===== config.mk =====
export PLATFORM = sky130hd
export DESIGN_NAME = apb_master
export DESIGN_NICKNAME = d
export VERILOG_FILES = /design/src/rtl/apb_master.sv
export SDC_FILE = /design/constraint.sdc
export NUM_CORES = 1
export LEC_CHECK = 0
export ABC_AREA = 1
export BUFFER_PORTS_ARGS = -buffer_cell sky130_fd_sc_hd__buf_2
export CAP_MARGIN = 20
export CORE_MARGIN = 4
export CORE_UTILIZATION = 44
export CTS_CLUSTER_DIAMETER = 40
export DETAILED_ROUTE_END_ITERATION = 12
export GPL_ROUTABILITY_DRIVEN = 1
export PLACE_DENSITY = 0.82
export SLEW_MARGIN = 20
export SYNTH_ARGS = -nofsm -noshare
export SYNTH_HDL_FRONTEND = slang
export SYNTH_SLANG_ARGS = --single-unit

===== constraint.sdc =====
create_clock -name PCLK -period 1.4 [get_ports PCLK]
set_input_delay 0.14 -clock PCLK [delete_from_list [all_inputs] [get_ports PCLK]]
set_output_delay 0.14 -clock PCLK [all_outputs]
set_load 0.03 [all_outputs]

===== src/rtl/apb_master.sv =====
// apb_master: APB initiator that turns single-beat requester commands into
// APB transfers and returns a one-cycle response pulse.
// Optional feature macro: APB_MASTER_TIMEOUT_EN adds an ACCESS-phase wait
// limit of TIMEOUT_CYCLES cycles. When it is undefined, the design waits on
// PREADY forever and RSP_TIMEOUT is tied low.
module apb_master #(
  parameter int ADDR_WIDTH     = 32,
  parameter int DATA_WIDTH     = 32,
  parameter int TIMEOUT_CYCLES = 16
) (
  input  logic                  PCLK,
  input  logic                  PRESET,
  input  logic                  CMD_VALID,
  output logic                  CMD_READY,
  input  logic                  CMD_WRITE,
  input  logic [ADDR_WIDTH-1:0] CMD_ADDR,
  input  logic [DATA_WIDTH-1:0] CMD_WDATA,
  output logic                  RSP_VALID,
  output logic [DATA_WIDTH-1:0] RSP_RDATA,
  output logic                  RSP_ERROR,
  output logic                  RSP_TIMEOUT,
  output logic                  PSELx,
  output logic                  PENABLE,
  output logic                  PWRITE,
  output logic [ADDR_WIDTH-1:0] PADDR,
  output logic [DATA_WIDTH-1:0] PWDATA,
  input  logic [DATA_WIDTH-1:0] PRDATA,
  input  logic                  PREADY,
  input  logic                  PSLVERR
);

  typedef enum logic [1:0] {
    IDLE   = 2'd0,
    SETUP  = 2'd1,
    ACCESS = 2'd2
  } state_t;

  state_t                  state;
  state_t                  state_next;
  logic                    psel_next;
  logic                    penable_next;
  logic                    pwrite_next;
  logic [ADDR_WIDTH-1:0]   paddr_next;
  logic [DATA_WIDTH-1:0]   pwdata_next;
  logic                    rsp_valid_next;
  logic [DATA_WIDTH-1:0]   rsp_rdata_next;
  logic                    rsp_error_next;
  logic                    timeout_hit;

  // The requester may only hand over a command while the bus is idle.
  assign CMD_READY = (state == IDLE) && !PRESET;

`ifdef APB_MASTER_TIMEOUT_EN
  localparam int CNT_W = $clog2(TIMEOUT_CYCLES + 1);

  logic [CNT_W-1:0] wait_count;
  logic             rsp_timeout_next;

  // The limit is reached on the edge whose stalled cycle brings the count to
  // TIMEOUT_CYCLES; a PREADY in that same cycle takes precedence.
  assign timeout_hit = (state == ACCESS) && !PREADY &&
                       (wait_count == CNT_W'(TIMEOUT_CYCLES - 1));

  // Count consecutive stalled ACCESS cycles, restarting for every new transfer.
  always_ff @(posedge PCLK) begin
    if (PRESET) begin
      wait_count <= '0;
    end else if (state_next == SETUP) begin
      wait_count <= '0;
    end else if ((state == ACCESS) && !PREADY) begin
      wait_count <= wait_count + CNT_W'(1);
    end
  end

  // Timeout flag is registered alongside the rest of the response.
  always_ff @(posedge PCLK) begin
    if (PRESET) begin
      RSP_TIMEOUT <= 1'b0;
    end else begin
      RSP_TIMEOUT <= rsp_timeout_next;
    end
  end
`else
  assign timeout_hit = 1'b0;
  assign RSP_TIMEOUT = 1'b0;
`endif

  // Next-state and next-output decode; bus signals hold unless a phase changes.
  always_comb begin
    state_next     = state;
    psel_next      = PSELx;
    penable_next   = PENABLE;
    pwrite_next    = PWRITE;
    paddr_next     = PADDR;
    pwdata_next    = PWDATA;
    rsp_valid_next = 1'b0;
    rsp_rdata_next = RSP_RDATA;
    rsp_error_next = RSP_ERROR;
`ifdef APB_MASTER_TIMEOUT_EN
    rsp_timeout_next = RSP_TIMEOUT;
`endif
    case (state)
      IDLE: begin
        if (CMD_VALID && CMD_READY) begin
          state_next   = SETUP;
          psel_next    = 1'b1;
          penable_next = 1'b0;
          pwrite_next  = CMD_WRITE;
          paddr_next   = CMD_ADDR;
          pwdata_next  = CMD_WDATA;
        end
      end
      SETUP: begin
        state_next   = ACCESS;
        penable_next = 1'b1;
      end
      ACCESS: begin
        if (PREADY) begin
          state_next     = IDLE;
          psel_next      = 1'b0;
          penable_next   = 1'b0;
          rsp_valid_next = 1'b1;
          rsp_rdata_next = PWRITE ? '0 : PRDATA;
          rsp_error_next = PSLVERR;
`ifdef APB_MASTER_TIMEOUT_EN
          rsp_timeout_next = 1'b0;
`endif
        end else if (timeout_hit) begin
          state_next     = IDLE;
          psel_next      = 1'b0;
          penable_next   = 1'b0;
          rsp_valid_next = 1'b1;
          rsp_rdata_next = '0;
          rsp_error_next = 1'b1;
`ifdef APB_MASTER_TIMEOUT_EN
          rsp_timeout_next = 1'b1;
`endif
        end
      end
      default: begin
        state_next   = IDLE;
        psel_next    = 1'b0;
        penable_next = 1'b0;
      end
    endcase
  end

  // State and registered outputs; reset aborts any transfer on the same edge.
  always_ff @(posedge PCLK) begin
    if (PRESET) begin
      state     <= IDLE;
      PSELx     <= 1'b0;
      PENABLE   <= 1'b0;
      PWRITE    <= 1'b0;
      PADDR     <= '0;
      PWDATA    <= '0;
      RSP_VALID <= 1'b0;
      RSP_RDATA <= '0;
      RSP_ERROR <= 1'b0;
    end else begin
      state     <= state_next;
      PSELx     <= psel_next;
      PENABLE   <= penable_next;
      PWRITE    <= pwrite_next;
      PADDR     <= paddr_next;
      PWDATA    <= pwdata_next;
      RSP_VALID <= rsp_valid_next;
      RSP_RDATA <= rsp_rdata_next;
      RSP_ERROR <= rsp_error_next;
    end
  end

endmodule

* After elaboration in Yosys (flattened, before gate mapping)
Cells that the tools add are included.
** Storage, ports and cells
- Logic and storage cells :: 34
- Output and inout port bits :: 103
- Input bits :: 102
- Register bits after elaboration :: 103
** Operators by class
- Reductions and logical operators :: 9
- Bitwise logic cells :: 2
- Mux-type cells :: 10
- Eq/ne operators :: 4
** Operators with widths (count)
- 2-to-1 mux 32 bit :: 1
- case mux 1 bit (3 select lines) :: 2
- case mux 2 bit (3 select lines) :: 1
- AND reduction 2 bit :: 3
- 2-to-1 mux 1 bit :: 4
- 2-to-1 mux 2 bit :: 2
- AND reduction 3 bit :: 1
- equality test 2 x 1 -> 1 bit, second input constant :: 1
- equality test 2 bit, second input constant :: 1
- logical AND 1 bit :: 2
- zero test 2 bit :: 1
- inequality test 2 x 1 -> 1 bit, second input constant :: 1
- inequality test 2 bit, second input constant :: 1
- inverter 1 bit :: 2
- OR reduction 2 bit :: 1
- zero test 1 bit :: 1

* Logic depth before layout (Yosys ltp)
- Word-level depth :: 5
- Depth in mapped cells :: 10
- Mapped depth without buffers :: 7

* Worst setup path after synthesis
OpenSTA, ideal clock, no wires.
- Path kind :: reg-to-reg
- From :: reg state[0]
- To :: reg PADDR[0]
- Arrival time :: 1122 ps
- Period minus slack after synthesis :: 1236 ps
- Setup slack :: 164 ps
- Stages on the path, launching flop included :: 9
- Path buffers :: 2
- Library setup time :: 114 ps
- Data required time :: 1286 ps
- Cells stage by stage :: dfxtp_1 inv_1 nand3_1 inv_2 nand2_2 buf_6 buf_4 nand3_1 nand2_1
** Between the ends
- Longest elaborated chain between the ends :: 4
** Ends and longest elaborated chain
- start: declaration :: line 38 : state_t state;
- start signal: assignment :: line 161 : state <= state_next;
- zero test 2 bit :: line 51 : assign CMD_READY = (state == IDLE) && !PRESET;
- logical AND 1 bit :: line 51
- via CMD_READY :: line 14 : output logic CMD_READY,
- logical AND 1 bit :: line 104 : if (CMD_VALID && CMD_READY) begin
- AND reduction 2 bit (no line)
- end signal: assignment :: line 165 : PADDR <= paddr_next;
- end: declaration :: line 25 : output logic [ADDR_WIDTH-1:0] PADDR,
The timed path passes the listed nets, and every way through them passes these cells.
A chain may end at the register's enable or synchronous reset.

* Worst setup path after layout
- From :: reg state[0]
- To :: out CMD_READY
** Between the ends
- Longest elaborated chain between the ends :: 2
** Ends and longest elaborated chain (line)
- zero test 2 bit :: 51
- logical AND 1 bit :: 51
- end: declaration :: 14
Every way passes these cells.

==> summary.txt <==
================================================================================
Result of the run                                                   complete, no violations
Boundary Pins                                                                205
Synth warn                                                                     0
Flop and latch count out of synthesis                                        103
Cell-by-cell listing of the critical path                           inv_1, nand3_1, inv_2, buf_2
Net Sw Frac                                                                29.4%
Post-DRT Antenna Nets                                                          0
Core footprint                                                        7890 sq um
Die Area                                                              9790 sq um
Number of nets in the layout                                                 809
Setup slack of the most critical reg-to-reg path                         0.13 ns
Minimum clock period                                                     1.31 ns
Launch point of the worst reg-to-reg path                               state[0]
Logic pwr share                                                            19.1%
Number of DRC markers in iteration 0                                         177
Design internal power                                                    4.46 mW
Detailed-route wire length per cell                                      13.9 um
Max FO, Critical Path                                                          4
Kind of end point of the critical path                              primary output
Chip Height                                                              99.0 um
Clock tree from TritonCTS                                                  built
Total GRT Usage                                                            22.4%
CP Data Required Time                                                    1.26 ns
Pin count of the biggest net entering global routing                          67
Worst setup path start                                                  state[0]
Final count of hold timing violations                                          0
Post-Route WL                                                            11.3 mm
CP Data Arrival Time                                                     1.17 ns
Antenna Cells                                                                  0
Worst-case vdd ir drop                                                    743 uV
Fraction of final layout cells with drive strength greater than 1          32.6%
Syn-to-layout area delta                                                   52.2%
Final max-slew violation count                                                 0
Vias post-DR                                                               3,968
Final cycle utilization of the critical path                               93.2%
Final worst slack                                                      0.0947 ns
HP Class                                                            primary input to register
CTS hold repair buffers                                                       62
Clock H-tree levels                                                            3
Sequential fraction of the synthesis area                                  56.7%
Worst path slowest cell                                                  dfxtp_1
Worst slack at placement                                                0.173 ns
Max Fclk                                                               0.766 GHz
Wire length of the first global-routing pass                             18.0 mm
Worst R2R Path Depth                                                           7
Drt via density                                                             4.87
Insertion delay to the later sink of the worst-skew pair                 0.35 ns
Clock network fraction of design power                                     30.3%
Kind of critical path                                               register to primary output
Maximum clock path buffer count                                                2
Slowest cell delay on critical path                                      0.34 ns
Switching Power                                                          1.86 mW
Clock root cell                                                         clkbuf_8
Cell area power density                                             1140 nW/um^2
I/O Buffers                                                                  203
Detailed placement HPWL                                                  7.25 mm
Final-layout fill cell count                                                 597
Worst reg2reg endpoint                                                  PADDR[8]
Max Cap Violations                                                             0
Number of clock buffers inserted by TritonCTS                                  9
Type of origin of the critical path                                     register
Total setup violations reported at the end of the flow                         0
Number of cells produced by synthesis                                        457
Number of global-route vias before repair                                  3,799
Skew final                                                             0.0166 ns
Netlist Area Pre-Place                                                3640 sq um
Rows                                                                          32
Number of remaining DRC errors                                                 0
Clock-pin slew on the worst setup and hold paths                         0.10 ns
Setup repair after global routing missed its margin                           no
Count of cells resized by post-cts repair                                      0
Starting utilization of the core area                                      46.1%
Min-delay src                                                       CMD_ADDR[18]
Count of TritonRoute iterations in the first routing pass                      5
Post-route setup TNS                                                        0 ns
Routability-driven placement congestion ratio                              0.805
Sink Count                                                                   103
Congestion Overflow GR                                                         0
Die Wd                                                                   99.0 um
Endpoint of the worst setup timing path                                CMD_READY
Portion of total power attributed to sequential cells                      50.6%
Syn Nets                                                                     559
Leakage power                                                            3.02 nW
Initial antenna violation count                                                0
Number of post-CTS setup repair buffers                                        0
Avg Inst Size Synth                                                   7.96 sq um
Core utilization of the finished layout                                    70.2%
Distinct cell type count of the synthesized netlist                           15
================================================================================
==> layout by cell type, fill, tap and decap left out, types with 4 or more instances in the layout <==
| master | n |
|---|---|
| inv_1 | 8 |
| clkbuf_8 | 10 |
| buf_12 | 5 |
| nand2_1 | 169 |
| nand3_1 | 100 |
| o21ai_0 | 33 |
| dfxtp_1 | 103 |
| buf_4 | 4 |
| buf_2 | 203 |
| dlygate4sd3_1 | 62 |
==> cell usage after synthesis <==
master | count | area share [%]
nand4_1 | 1 | 0.17
inv_1 | 8 | 0.83
o21ai_0 | 33 | 4.5
inv_2 | 3 | 0.31
buf_2 | 5 | 0.69
conb_1 | 1 | 0.10
nand3_1 | 100 | 14
buf_4 | 6 | 1.2
clkbuf_1 | 14 | 1.4
dfxtp_1 | 103 | 57
a21oi_1 | 3 | 0.41
buf_1 | 4 | 0.41
buf_6 | 6 | 1.9
nand2_2 | 1 | 0.17
nand2_1 | 169 | 17
==> how the worst min path moves through the flow <==
stage / cells after the start / slack [ns] / endpoint
finish: 3 / 0.02 / PADDR[18]
global route: 3 / 0.005 / PADDR[18]
detailed placement: 3 / 0.34 / PWDATA[14]
floorplan: 2 / 0.25 / PADDR[31]
global placement: 3 / 0.33 / PWDATA[14]
CTS: 3 / 0.008 / PADDR[18]
==> cell families after synthesis <==
logic type	share of synthesized area [%]
AOI/OAI and AO/OA	4.95
other	0.103
and+or+nand+nor	31.5
buffers and inverters	6.77
DFF	56.7
==> flip-flops by register name, summed over array words and instances, names as in the netlist <==
name / cells
RSP_ERROR: 1
RSP_RDATA: 32
PWDATA: 32
PADDR: 32
PWRITE: 1
RSP_VALID: 1
PSELx: 1
state: 2
PENABLE: 1
==> final cells by class <==
class | count | area [sq um] | area share (%)
timing repair buffer | 274 | 1770 | 31.9
sequential | 103 | 2060 | 37.2
tap | 102 | 128 | 2.30
clock buffer | 10 | 138 | 2.48
multi-input combinational | 308 | 1330 | 24.0
inverter | 11 | 41.3 | 0.745
clock inverter | 6 | 73.8 | 1.33
==> stage by stage <==
stage          hold WS, ns  total power, mW  instance area (sq um)  instances
2_1_floorplan        0.250             3.92                   3640        457
3_3_place_gp         0.333             4.30                   4710        736
3_5_place_dp         0.338             4.32                   4710        736
4_1_cts            0.00764             6.36                   5540        814
5_1_grt            0.00550             6.58                   5540        814
6_report            0.0202             6.32                   5540        814
==> critical path: cells and delay by family (launching register included) <==
family / cells / cell delay (ns)
flops: 1 / 0.34
simple gates: 1 / 0.10
buf+inv: 3 / 0.40
==> power by group through the flow <==
stage | Clock (mW) | Sequential (mW) | Combinational (mW)
floorplan | 0 | 3.59 | 0.331
global placement | 0 | 3.26 | 1.04
detailed placement | 0 | 3.26 | 1.06
CTS | 1.97 | 3.20 | 1.19
global route | 2.07 | 3.22 | 1.30
finish | 1.92 | 3.20 | 1.20
==> layer usage <==
| metal | part of all wire (%) | global-route usage [%] | vias up | wire [um] |
|---|---|---|---|---|
| met5 | 0 | 0 | - | 0 |
| met4 | 3.0 | 10.3 | 0 | 340 |
| met2 | 52 | 38.8 | 169 | 5850 |
| met3 | 7.3 | 5.45 | 29 | 823 |
| met1 | 38 | 25.8 | 1800 | 4320 |
| li1 | - | - | 1970 | - |
No activity file was read; power rests on OpenSTA's default activity.
